==> src/rtl/sprite_line_scheduler.sv <==
// Per-scanline sprite scheduler: picks up to MAX_PER_LINE sprites overlapping the
// next line in priority order and issues one ROM row fetch per sprite.
//
// state | meaning
// IDLE  | waiting for line_start
// SCAN  | testing one table entry per cycle for a hit
// ISSUE | fetch request held until accepted
// CHECK | slots full; looking for one more hit to flag overflow
// DONE  | one-cycle done pulse, then back to IDLE
module sprite_line_scheduler #(
  parameter int NUM_SPR      = 16,
  parameter int SPR_H        = 32,
  parameter int MAX_PER_LINE = 4,
  parameter int COORD_W      = 10
) (
  input  logic                            clk_clk,
  input  logic                            reset_reset_n,
  input  logic                            line_start,
  input  logic [COORD_W-1:0]              next_line,
  input  logic [NUM_SPR-1:0]              spr_en,
  input  logic [NUM_SPR*COORD_W-1:0]      spr_x,
  input  logic [NUM_SPR*COORD_W-1:0]      spr_y,
  output logic                            fetch_valid,
  input  logic                            fetch_ready,
  output logic [$clog2(NUM_SPR)-1:0]      fetch_id,
  output logic [$clog2(SPR_H)-1:0]        fetch_row,
  output logic [COORD_W-1:0]              fetch_x,
  output logic [$clog2(MAX_PER_LINE)-1:0] fetch_slot,
  output logic                            busy,
  output logic                            done,
  output logic                            overflow
);

  localparam int IDX_W  = $clog2(NUM_SPR);
  localparam int ROW_W  = $clog2(SPR_H);
  localparam int SLOT_W = $clog2(MAX_PER_LINE);

  typedef enum logic [2:0] {IDLE, SCAN, ISSUE, CHECK, DONE} state_t;

  state_t              state;
  logic [IDX_W-1:0]    idx;
  logic [SLOT_W-1:0]   slot;
  logic [COORD_W-1:0]  line_l;

  logic                cur_en;
  logic [COORD_W-1:0]  cur_x;
  logic [COORD_W-1:0]  cur_y;
  logic [COORD_W-1:0]  diff;
  logic                hit;
  logic                last_idx;
  logic                last_slot;
  logic                handshake;

  always_comb begin
    cur_en = 1'b0;
    cur_x  = '0;
    cur_y  = '0;
    for (int k = 0; k < NUM_SPR; k++) begin
      if (idx == IDX_W'(k)) begin
        cur_en = spr_en[k];
        cur_x  = spr_x[k*COORD_W +: COORD_W];
        cur_y  = spr_y[k*COORD_W +: COORD_W];
      end
    end
  end

  // Modular subtraction: sprites starting below the line wrap to a large value.
  assign diff      = line_l - cur_y;
  assign hit       = cur_en && (diff < COORD_W'(SPR_H));
  assign last_idx  = (idx == IDX_W'(NUM_SPR-1));
  assign last_slot = (slot == SLOT_W'(MAX_PER_LINE-1));
  assign handshake = fetch_valid && fetch_ready;

  always_ff @(posedge clk_clk or negedge reset_reset_n) begin
    if (!reset_reset_n) begin
      state       <= IDLE;
      idx         <= '0;
      slot        <= '0;
      line_l      <= '0;
      fetch_valid <= 1'b0;
      fetch_id    <= '0;
      fetch_row   <= '0;
      fetch_x     <= '0;
      fetch_slot  <= '0;
      busy        <= 1'b0;
      done        <= 1'b0;
      overflow    <= 1'b0;
    end else begin
      done <= 1'b0;
      // A new line always restarts the scan, discarding any pending request.
      if (line_start) begin
        state       <= SCAN;
        line_l      <= next_line;
        idx         <= '0;
        slot        <= '0;
        overflow    <= 1'b0;
        fetch_valid <= 1'b0;
        busy        <= 1'b1;
      end else begin
        case (state)
          IDLE: begin
            busy <= 1'b0;
          end
          SCAN: begin
            if (hit) begin
              fetch_id    <= idx;
              fetch_row   <= diff[ROW_W-1:0];
              fetch_x     <= cur_x;
              fetch_slot  <= slot;
              fetch_valid <= 1'b1;
              state       <= ISSUE;
            end else if (last_idx) begin
              done  <= 1'b1;
              state <= DONE;
            end else begin
              idx <= idx + IDX_W'(1);
            end
          end
          ISSUE: begin
            if (handshake) begin
              fetch_valid <= 1'b0;
              slot        <= slot + SLOT_W'(1);
              if (last_idx) begin
                done  <= 1'b1;
                state <= DONE;
              end else if (last_slot) begin
                idx   <= idx + IDX_W'(1);
                state <= CHECK;
              end else begin
                idx   <= idx + IDX_W'(1);
                state <= SCAN;
              end
            end
          end
          CHECK: begin
            if (hit) begin
              overflow <= 1'b1;
              done     <= 1'b1;
              state    <= DONE;
            end else if (last_idx) begin
              done  <= 1'b1;
              state <= DONE;
            end else begin
              idx <= idx + IDX_W'(1);
            end
          end
          DONE: begin
            busy  <= 1'b0;
            state <= IDLE;
          end
          default: begin
            busy  <= 1'b0;
            state <= IDLE;
          end
        endcase
      end
    end
  end

endmodule

==> config.mk <==
export PLATFORM = sky130hd
export DESIGN_NAME = sprite_line_scheduler
export DESIGN_NICKNAME = d
export VERILOG_FILES = /design/src/rtl/sprite_line_scheduler.sv
export SDC_FILE = /design/constraint.sdc
export NUM_CORES = 1
export LEC_CHECK = 0
export ABC_AREA = 1
export BUFFER_PORTS_ARGS = -buffer_cell sky130_fd_sc_hd__buf_2
export CAP_MARGIN = 20
export CORE_AREA = 2 2 146 148
export CTS_CLUSTER_SIZE = 14
export DETAILED_ROUTE_END_ITERATION = 7
export DIE_AREA = 0 0 148 150
export GPL_ROUTABILITY_DRIVEN = 0
export HOLD_SLACK_MARGIN = 0.05
export PLACE_DENSITY_LB_ADDON = 0.05
export SYNTH_ARGS = -nofsm -noshare
export SYNTH_HDL_FRONTEND = slang
export SYNTH_SLANG_ARGS = --single-unit
==> constraint.sdc <==
create_clock -name clk_clk -period 4.5 [get_ports clk_clk]
set_input_delay 0.9 -clock clk_clk [delete_from_list [all_inputs] [get_ports clk_clk]]
set_output_delay 0.9 -clock clk_clk [all_outputs]
set_load 0.005 [all_outputs]
==> results of run 1 <==
## kinds of logic after synthesis
group	after synthesis	synth area share, %
AOI/OAI and AO/OA	118	12.4
xor gates and xnor gates	9	1.42
adders and majority gates	15	3.53
buffers and inverters	109	8.37
DFF	44	19.9
and+or+nand+nor	686	54.4
## power by group through the flow
stage          Clock (mW)  Sequential [mW]  Combinational [mW]
3_5_place_dp            0            0.592                3.18
3_3_place_gp            0            0.597                3.20
2_1_floorplan           0            0.584                2.00
6_report            0.440            0.594                3.73
4_1_cts             0.453            0.593                3.70
5_1_grt             0.466            0.610                4.20
## per-stage QoR
step / setup TNS (ns) / hold slack (ns) / utilization, %
after floorplan: 0 / 0.448 / -
after global placement: -9.30 / 0.459 / 38.8
after detailed placement: -11.14 / 0.459 / 38.8
after CTS: -0.0236 / 0.478 / 41.8
after global routing: -12.40 / 0.496 / 42.3
final: -0.0148 / 0.469 / 42.3
## registers in the layout, summed over array words and instances, names as in the netlist
| register | cells |
|---|---|
| fetch_x | 10 |
| line_l | 10 |
| fetch_row | 5 |
| fetch_id | 4 |
| idx | 4 |
| state | 3 |
| fetch_slot | 2 |
| slot | 2 |
| busy | 1 |
| done | 1 |
| fetch_valid | 1 |
| overflow | 1 |
## final timing paths
kind                       cells past startpoint       endpoint     startpoint
setup / recovery                              35   fetch_row[4]         idx[0]
hold / removal                                 2  fetch_slot[1]  fetch_slot[1]
setup reg to reg                              35   fetch_row[4]         idx[0]
hold reg to reg                                2  fetch_slot[1]  fetch_slot[1]
max in group asynchronous                      2         idx[3]  reset_reset_n
min in group asynchronous                      2     fetch_x[1]  reset_reset_n
## area by class of cell
type	count	area, µm²	area share [%]
Multi-Input combinational cell	828	4190	47.9
Timing Repair Buffer	468	2710	30.9
Sequential cell	44	1100	12.6
Clock inverter	3	46.3	0.529
Antenna cell	11	27.5	0.315
Clock buffer	5	125	1.43
Inverter	52	205	2.35
Tap cell	275	344	3.93
## critical path: cells and delay by family (launching register included)
family | cells | cell delay, ns
AO/OA/AOI/OAI | 10 | 1.04
AND/OR/NAND/NOR | 9 | 0.68
adder cells (fa/ha/maj) | 3 | 0.67
buffers and inverters | 12 | 1.36
flip-flops | 1 | 0.45
XOR/XNOR | 1 | 0.19
## per-layer routing
metal / share of wire [%] / routed length [µm] / track usage [%] / up-vias
met3: 6.9 / 2030 / 4.88 / 35
met4: 1.9 / 548 / 7.67 / 0
li1: - / - / - / 4049
met5: 0 / 0 / 0 / -
met1: 42 / 12300 / 31.7 / 3651
met2: 49 / 14400 / 44.0 / 285
## cell usage after synthesis (all sizes together)
library cell,instances
nand3b,1
a31oi,1
o22ai,5
dfrtp,44
o21ai,49
nor3,3
clkinv,3
xor2,5
nand3,123
clkbuf,34
inv,49
xnor2,4
a21oi,29
buf,23
or2,42
nand2,403
ha,14
nor2,82
a21boi,7
nand4,32
fa,1
o211ai,24
o21bai,3
## what timing repair did
item | in CTS | in global routing
pin swaps | 25 | 15
setup endpoints to repair | 31 | 31
resized for setup | 58 | 19
setup buffers | 22 | 3
cloned | 2 | 0
==> impl_metrics.xml, run 1 <==
<?xml version="1.0" encoding="UTF-8"?>
<metrics>
  <group name="placement">
    <metric name="numPortBuffers" unit="">374</metric>
    <metric name="placedCellCount" unit="">1640</metric>
    <metric name="dp_hpwl" unit="mm">24.0</metric>
    <metric name="dpl_cell_area" unit="mm²">0.00803</metric>
    <metric name="place_ws" unit="ns">-0.395</metric>
  </group>
  <group name="power_and_ir_drop">
    <metric name="report.power.total" unit="mW">4.76</metric>
    <metric name="p_leak" unit="nW">4.77</metric>
    <metric name="sequentialPowerShare" unit="%">12.5</metric>
    <metric name="pwr_density_cell" unit="mW/mm²">545</metric>
    <metric name="relative_contribution_of_combinational_cells_to_total_power" unit="%">78.3</metric>
    <metric name="power.switching" unit="mW">2.27</metric>
    <metric name="netSwitchingFraction" unit="%">47.6</metric>
    <metric name="vdd_drop_max" unit="mV">0.269</metric>
    <metric name="power.share.clock" unit="%">9.2</metric>
    <metric name="cell_internal_pwr" unit="mW">2.50</metric>
  </group>
  <group name="setup_path">
    <metric name="worstSetupEndpointType" unit="">flip-flop</metric>
    <metric name="worst_path_max_delay_cell" unit="">sky130_fd_sc_hd__dfrtp_2</metric>
    <metric name="delay_of_the_slowest_cell_on_the_worst_path" unit="ns">0.45</metric>
    <metric name="startpoint_type" unit="">flip-flop</metric>
    <metric name="worstSetupPathType" unit="">flip-flop to flip-flop</metric>
    <metric name="worst_ep_arrival_time" unit="ns">4.69</metric>
    <metric name="worst-path-max-fanout" unit="">3</metric>
    <metric name="cp_data_required_time" unit="ns">4.68</metric>
    <metric name="crit_path_frequent_cell" unit="">sky130_fd_sc_hd__buf_4</metric>
    <metric name="worst-r2r-setup-slack" unit="ns">-0.01</metric>
  </group>
  <group name="drt">
    <metric name="dr.first_iter.drc_count" unit="">326</metric>
    <metric name="total_wirelength" unit="mm">29.3</metric>
    <metric name="routedWlPerCell" unit="µm">17.4</metric>
    <metric name="routed_via_density" unit="">4.76</metric>
    <metric name="detail_route.drc_violations" unit="">0</metric>
    <metric name="initial_drt_pass_iterations" unit="">4</metric>
    <metric name="vias" unit="">8020</metric>
    <metric name="antenna_left" unit="">0</metric>
  </group>
  <group name="timing">
    <metric name="slew_headroom" unit="%">50.4</metric>
    <metric name="period_minus_slack" unit="ns">4.51</metric>
    <metric name="final_hold_violations" unit="">0</metric>
    <metric name="tightest_slew" unit="ns">0.736</metric>
    <metric name="max_clock_freq" unit="MHz">221</metric>
    <metric name="final.setup.worst_slack" unit="ns">-0.0148</metric>
    <metric name="finalMaxSlewViolations" unit="">0</metric>
    <metric name="timing.final.setup_violations" unit="">1</metric>
    <metric name="grt_setup_unrepaired" unit="">true</metric>
    <metric name="final_min_period_over_clock_period" unit="%">100</metric>
    <metric name="clock_skew" unit="ns">0.00652</metric>
  </group>
  <group name="floorplanning">
    <metric name="chipWidth" unit="µm">148</metric>
    <metric name="die_footprint" unit="mm²">0.0222</metric>
    <metric name="start_util" unit="%">26.7</metric>
    <metric name="io-pin-count" unit="">375</metric>
    <metric name="floorplan.rows" unit="">53</metric>
    <metric name="die_height" unit="µm">150</metric>
    <metric name="core_area" unit="mm²">0.0207</metric>
  </group>
  <group name="clocking">
    <metric name="clock_pin_slew_worst_setup_and_hold_paths" unit="ns">0.07</metric>
    <metric name="number_of_cts_inserted_buffers" unit="">5</metric>
    <metric name="cts_sinks" unit="">44</metric>
    <metric name="cts.root.buffer_cell" unit="">sky130_fd_sc_hd__clkbuf_16</metric>
    <metric name="cts_hold_buffers" unit="">0</metric>
    <metric name="number_of_buffers_on_the_longest_clock_path" unit="">2</metric>
    <metric name="clock_tree_from_tritoncts" unit="">yes</metric>
    <metric name="htree_num_levels" unit="">2</metric>
    <metric name="worstSkewPairLatency" unit="ns">0.30</metric>
  </group>
  <group name="final_layout">
    <metric name="layout_commonest_cell" unit="">sky130_fd_sc_hd__nand2_1</metric>
    <metric name="finalNetCount" unit="">1764</metric>
    <metric name="area_growth" unit="%">58.0</metric>
    <metric name="layout.cells.most_common_list" unit="">390 x sky130_fd_sc_hd__nand2_1, 374 x sky130_fd_sc_hd__buf_2, 115 x sky130_fd_sc_hd__nand3_1</metric>
    <metric name="drive_above_1_share" unit="%">41.6</metric>
    <metric name="finish.instance_area" unit="mm²">0.00874</metric>
    <metric name="num-fill-cells" unit="">2373</metric>
    <metric name="final_cells" unit="">1686</metric>
  </group>
  <group name="yosys">
    <metric name="synth_area" unit="mm²">0.00553</metric>
    <metric name="netlist.top_cell.by_area" unit="">sky130_fd_sc_hd__nand2_1</metric>
    <metric name="synth_seq_area_share" unit="%">19.9</metric>
    <metric name="synth_cells" unit="">981</metric>
    <metric name="synthesis.yosys.warnings" unit="">0</metric>
    <metric name="synth.ff_latch_count" unit="">44</metric>
    <metric name="synth_largest_type_area_fraction" unit="%">27.1</metric>
    <metric name="synth_nets" unit="">1346</metric>
    <metric name="synth_area_leaders" unit="">sky130_fd_sc_hd__nand2_1 27%, sky130_fd_sc_hd__dfrtp_1 20%, sky130_fd_sc_hd__nand3_1 11%</metric>
    <metric name="synthesis.area_per_instance" unit="µm²">5.64</metric>
    <metric name="ys_types" unit="">40</metric>
  </group>
  <group name="global_routing">
    <metric name="antenna_found_initial" unit="">11</metric>
    <metric name="largest_net_degree_at_the_start_of_global_routing" unit="">45</metric>
    <metric name="grt_pass1_wl" unit="mm">43.4</metric>
    <metric name="grt_pass1_vias" unit="">7853</metric>
    <metric name="grt_resource_usage_total" unit="%">25.3</metric>
    <metric name="residual_overflow_from_global_routing" unit="">0</metric>
  </group>
  <group name="status">
    <metric name="violations" unit="">setup timing</metric>
    <metric name="outcome" unit="">complete, but fails checks</metric>
  </group>
  <group name="worst_hold_path">
    <metric name="hold_path.class" unit="">flip-flop to flip-flop</metric>
  </group>
  <group name="run">
    <metric name="maxCapViolCount" unit="">0</metric>
  </group>
</metrics>
Note: power is estimated with default switching activity, not from simulation.
==> run 2: changes to the inputs <==
--- a/config.mk
+++ b/config.mk
@@ -5,13 +5,13 @@
 export SDC_FILE = /design/constraint.sdc
 export NUM_CORES = 1
 export LEC_CHECK = 0
-export ABC_AREA = 1
+export ABC_CLOCK_PERIOD_IN_PS = 4500
 export BUFFER_PORTS_ARGS = -buffer_cell sky130_fd_sc_hd__buf_2
 export CAP_MARGIN = 20
-export CORE_AREA = 2 2 146 148
+export CORE_AREA = 2 2 144 146
 export CTS_CLUSTER_SIZE = 14
 export DETAILED_ROUTE_END_ITERATION = 7
-export DIE_AREA = 0 0 148 150
+export DIE_AREA = 0 0 146 148
 export GPL_ROUTABILITY_DRIVEN = 0
 export HOLD_SLACK_MARGIN = 0.05
 export PLACE_DENSITY_LB_ADDON = 0.05
==> run 2 against run 1 <==
  * The run still ends with setup timing left
  * Combinational power is 14% lower
  * Critical path type unchanged
  * First-iteration DRC count rose by 51%
  * Sequential share of layout area is 0.25 points higher
  * Global-route usage rose by 0.67 points
  * Critical endpoint is now fetch_x[5]
  * Via count down 6.5%
  * Clock skew increased by 0.00060 ns
  * Synthesized cell count is 30% lower
  * Die area decreased by 2.7%
  * Sequential power fell by 6.2%
  * Flip-flop and latch count is the same
  * Clock-buffer cell count up 1
  * Worst hold slack worse by 0.068 ns
==> impl_metrics.xml, run 2 <==
<?xml version="1.0" encoding="UTF-8"?>
<metrics>
  <group name="yosys">
    <metric name="synth_mux_area_share" unit="%">7.78</metric>
    <metric name="synth-adder-area-share" unit="%">3.72</metric>
    <metric name="netlist.top_cell.by_area" unit="">sky130_fd_sc_hd__dfrtp_1</metric>
    <metric name="synth_cells" unit="">683</metric>
    <metric name="yosys.area_share.xor_xnor" unit="%">0.501</metric>
    <metric name="synth_compound_area_share" unit="%">42.1</metric>
    <metric name="synth.ff_latch_count" unit="">44</metric>
    <metric name="synthesis.yosys.warnings" unit="">0</metric>
    <metric name="synthesis.area_per_instance" unit="µm²">7.68</metric>
    <metric name="synth_largest_type_area_fraction" unit="%">21.0</metric>
    <metric name="synth_common_cells" unit="">70 x sky130_fd_sc_hd__nor2_1, 59 x sky130_fd_sc_hd__o21ai_0, 57 x sky130_fd_sc_hd__nand2_1</metric>
    <metric name="yosys.area_share.simple" unit="%">18.1</metric>
    <metric name="synth_area_leaders" unit="">sky130_fd_sc_hd__dfrtp_1 21%, sky130_fd_sc_hd__o21ai_0 5.6%, sky130_fd_sc_hd__a221oi_1 5.5%</metric>
    <metric name="dominantRegCellSynth" unit="">sky130_fd_sc_hd__dfrtp_1</metric>
    <metric name="synth_top_family_by_area" unit="">compound AO/OA/AOI/OAI gates</metric>
    <metric name="synth_nets" unit="">1048</metric>
    <metric name="synth_area" unit="mm²">0.00524</metric>
    <metric name="synth_seq_area_share" unit="%">21.0</metric>
    <metric name="ys_types" unit="">74</metric>
    <metric name="synth_most_common_cell" unit="">sky130_fd_sc_hd__nor2_1</metric>
    <metric name="async_flop_share" unit="%">100</metric>
    <metric name="synth-edff-count" unit="">0</metric>
  </group>
  <group name="timing">
    <metric name="clock_skew" unit="ns">0.00712</metric>
    <metric name="tightest_slew" unit="ns">0.790</metric>
    <metric name="grt_setup_unrepaired" unit="">true</metric>
    <metric name="final_min_period_over_clock_period" unit="%">115</metric>
    <metric name="period_minus_slack" unit="ns">5.17</metric>
    <metric name="final.setup.worst_slack" unit="ns">-0.670</metric>
    <metric name="whs" unit="ns">0.401</metric>
    <metric name="finalMaxSlewViolations" unit="">0</metric>
    <metric name="final_hold_violations" unit="">0</metric>
    <metric name="timing.final.setup_violations" unit="">31</metric>
    <metric name="slew_headroom" unit="%">46.0</metric>
    <metric name="max_clock_freq" unit="MHz">193</metric>
    <metric name="fin_setup_tns" unit="ns">-17.04</metric>
  </group>
  <group name="final_layout">
    <metric name="finish.instance_area" unit="mm²">0.00856</metric>
    <metric name="drive_above_1_share" unit="%">51.4</metric>
    <metric name="num-fill-cells" unit="">2159</metric>
    <metric name="finalNetCount" unit="">1500</metric>
    <metric name="top_regs" unit="">fetch_x x10, line_l x10, fetch_row x5</metric>
    <metric name="multi_input_area" unit="mm²">0.00393</metric>
    <metric name="sequential_cell_area" unit="mm²">0.00110</metric>
    <metric name="layout.cells.most_common_list" unit="">374 x sky130_fd_sc_hd__buf_2, 122 x sky130_fd_sc_hd__buf_4, 67 x sky130_fd_sc_hd__nor2_1</metric>
    <metric name="area_growth" unit="%">63.2</metric>
    <metric name="final_cells" unit="">1416</metric>
    <metric name="layout_commonest_cell" unit="">sky130_fd_sc_hd__buf_2</metric>
  </group>
  <group name="clocking">
    <metric name="clock_pin_slew_worst_setup_and_hold_paths" unit="ns">0.07</metric>
    <metric name="htree_num_levels" unit="">2</metric>
    <metric name="cts_hold_buffers" unit="">0</metric>
    <metric name="cts_sinks" unit="">44</metric>
    <metric name="number_of_cts_inserted_buffers" unit="">5</metric>
    <metric name="number_of_buffers_on_the_longest_clock_path" unit="">2</metric>
    <metric name="cts.root.buffer_cell" unit="">sky130_fd_sc_hd__clkbuf_16</metric>
    <metric name="clock_tree_from_tritoncts" unit="">yes</metric>
    <metric name="worstSkewPairLatency" unit="ns">0.30</metric>
  </group>
  <group name="placement">
    <metric name="dp_hpwl" unit="mm">25.0</metric>
    <metric name="dpl_cell_area" unit="mm²">0.00816</metric>
    <metric name="placedCellCount" unit="">1388</metric>
    <metric name="numPortBuffers" unit="">374</metric>
  </group>
  <group name="floorplanning">
    <metric name="chipWidth" unit="µm">146</metric>
    <metric name="die_footprint" unit="mm²">0.0216</metric>
    <metric name="io-pin-count" unit="">375</metric>
    <metric name="start_util" unit="%">26.2</metric>
    <metric name="core_area" unit="mm²">0.0200</metric>
    <metric name="floorplan.rows" unit="">52</metric>
    <metric name="die_height" unit="µm">148</metric>
  </group>
  <group name="global_routing">
    <metric name="grt_pass1_wl" unit="mm">43.3</metric>
    <metric name="grt_resource_usage_total" unit="%">26.0</metric>
    <metric name="grt_pass1_vias" unit="">7181</metric>
    <metric name="residual_overflow_from_global_routing" unit="">0</metric>
    <metric name="largest_net_degree_at_the_start_of_global_routing" unit="">41</metric>
    <metric name="antenna_found_initial" unit="">10</metric>
  </group>
  <group name="drt">
    <metric name="routedWlPerCell" unit="µm">21.0</metric>
    <metric name="antenna_left" unit="">0</metric>
    <metric name="vias" unit="">7497</metric>
    <metric name="dr.first_iter.drc_count" unit="">493</metric>
    <metric name="routed_via_density" unit="">5.29</metric>
    <metric name="detail_route.drc_violations" unit="">0</metric>
    <metric name="initial_drt_pass_iterations" unit="">5</metric>
    <metric name="total_wirelength" unit="mm">29.7</metric>
  </group>
  <group name="setup_path">
    <metric name="startpoint_type" unit="">flip-flop</metric>
    <metric name="cp_data_required_time" unit="ns">4.68</metric>
    <metric name="worst-path-max-fanout" unit="">7</metric>
    <metric name="worst_ep_arrival_time" unit="ns">5.35</metric>
    <metric name="worstSetupPathType" unit="">flip-flop to flip-flop</metric>
    <metric name="worstSetupEndpointType" unit="">flip-flop</metric>
  </group>
  <group name="power_and_ir_drop">
    <metric name="p_leak" unit="nW">4.13</metric>
    <metric name="report.power.total" unit="mW">4.21</metric>
    <metric name="pwr_density_cell" unit="mW/mm²">492</metric>
    <metric name="vdd_drop_max" unit="mV">0.206</metric>
  </group>
  <group name="run">
    <metric name="maxCapViolCount" unit="">0</metric>
  </group>
  <group name="worst_hold_path">
    <metric name="hold_path.class" unit="">input port to async pin</metric>
  </group>
  <group name="status">
    <metric name="violations" unit="">setup timing</metric>
    <metric name="outcome" unit="">complete, but fails checks</metric>
  </group>
</metrics>
[run 2: cell count changes after synthesis, moves of 21 or more]
cell,before,now
sky130_fd_sc_hd__or2_2,41,1
sky130_fd_sc_hd__a221oi_1,0,33
sky130_fd_sc_hd__o22ai_1,5,28
sky130_fd_sc_hd__nand4_1,31,1
sky130_fd_sc_hd__a22oi_1,0,21
sky130_fd_sc_hd__nand2_1,400,57
sky130_fd_sc_hd__nand3_1,121,10
sky130_fd_sc_hd__o21ai_0,25,59
sky130_fd_sc_hd__inv_1,41,17
[run 2: final cells by class]
type	count	share of cell area (%)
Sequential cell	44	12.9
Antenna cell	10	0.292
Clock buffer	6	1.62
Tap cell	270	3.95
Multi-Input combinational cell	561	45.9
Inverter	20	0.965
Clock inverter	2	0.453
Timing Repair Buffer	503	34.0
[run 2: stage by stage]
| stage | util (%) | worst slack, ns |
|---|---|---|
| after floorplan | - | -0.659 |
| after global placement | 40.7 | -0.665 |
| after detailed placement | 40.7 | -0.804 |
| after CTS | 42.5 | -0.640 |
| after global routing | 42.7 | -0.933 |
| final | 42.7 | -0.670 |
[run 2: final timing paths]
check                              startpoint         end  slack, ns  cells past startpoint
worst max-delay path                   idx[0]  fetch_x[5]      -0.67                     26
worst min-delay path            reset_reset_n  fetch_x[0]       0.40                      1
worst max register to register         idx[0]  fetch_x[5]      -0.67                     26
worst min register to register     fetch_x[8]  fetch_x[8]       0.51                      1
max in group asynchronous       reset_reset_n      idx[0]       3.32                      2
min in group clk_clk               fetch_x[8]  fetch_x[8]       0.51                      1
[run 2: power breakdown]
group	internal, mW	switching (mW)	total, mW
Sequential	0.486	0.0711	0.557
Clock	0.278	0.166	0.444
Combinational	1.55	1.66	3.21
Total	2.31	1.89	4.21
[run 2: metal layers]
metal	global-route usage [%]	wire, µm	vias to the layer above
met4	7.52	626	2
met1	35.2	12900	3505
met2	43.4	14200	342
li1	-	-	3608
met5	0	13	-
met3	3.52	1970	40
[run 2: cells by family (layout without fill, tap and decap cells)]
kind of cell	Yosys count	after routing
fa+ha+maj	15	15
other cells	0	10
simple gates	197	197
buf+inv	78	531
flops	44	44
mux	30	30
xor+xnor	3	3
compound gates	316	316
[run 2: critical path, stage by stage (launching register included)]
cell and delay, ns:
sky130_fd_sc_hd__dfrtp_2 0.45, sky130_fd_sc_hd__inv_4 0.10, sky130_fd_sc_hd__ha_4 0.15, sky130_fd_sc_hd__inv_6 0.03, sky130_fd_sc_hd__or3_4 0.38, sky130_fd_sc_hd__a211oi_2 0.22
sky130_fd_sc_hd__a221oi_2 0.06, sky130_fd_sc_hd__nor4_1 0.24, sky130_fd_sc_hd__nor3_1 0.09, sky130_fd_sc_hd__o21ai_1 0.19, sky130_fd_sc_hd__o211ai_1 0.12, sky130_fd_sc_hd__a21oi_1 0.16
sky130_fd_sc_hd__ha_2 0.21, sky130_fd_sc_hd__inv_2 0.04, sky130_fd_sc_hd__fa_2 0.33, sky130_fd_sc_hd__a211o_1 0.29, sky130_fd_sc_hd__a21oi_2 0.18, sky130_fd_sc_hd__o21ai_1 0.08
sky130_fd_sc_hd__a31oi_1 0.19, sky130_fd_sc_hd__xnor2_1 0.11, sky130_fd_sc_hd__nor4_2 0.34, sky130_fd_sc_hd__o211a_2 0.28, sky130_fd_sc_hd__nand3b_4 0.09, sky130_fd_sc_hd__nor2_4 0.17
sky130_fd_sc_hd__buf_12 0.13, sky130_fd_sc_hd__buf_12 0.12, sky130_fd_sc_hd__mux2_4 0.30
[run 2: timing repair]
action                     in CTS  in global routing
gates resized for setup        16                  6
buffers inserted                7                  4
cloned                          1                  0
setup endpoints to repair      31                 31
pin swaps                       2                  4
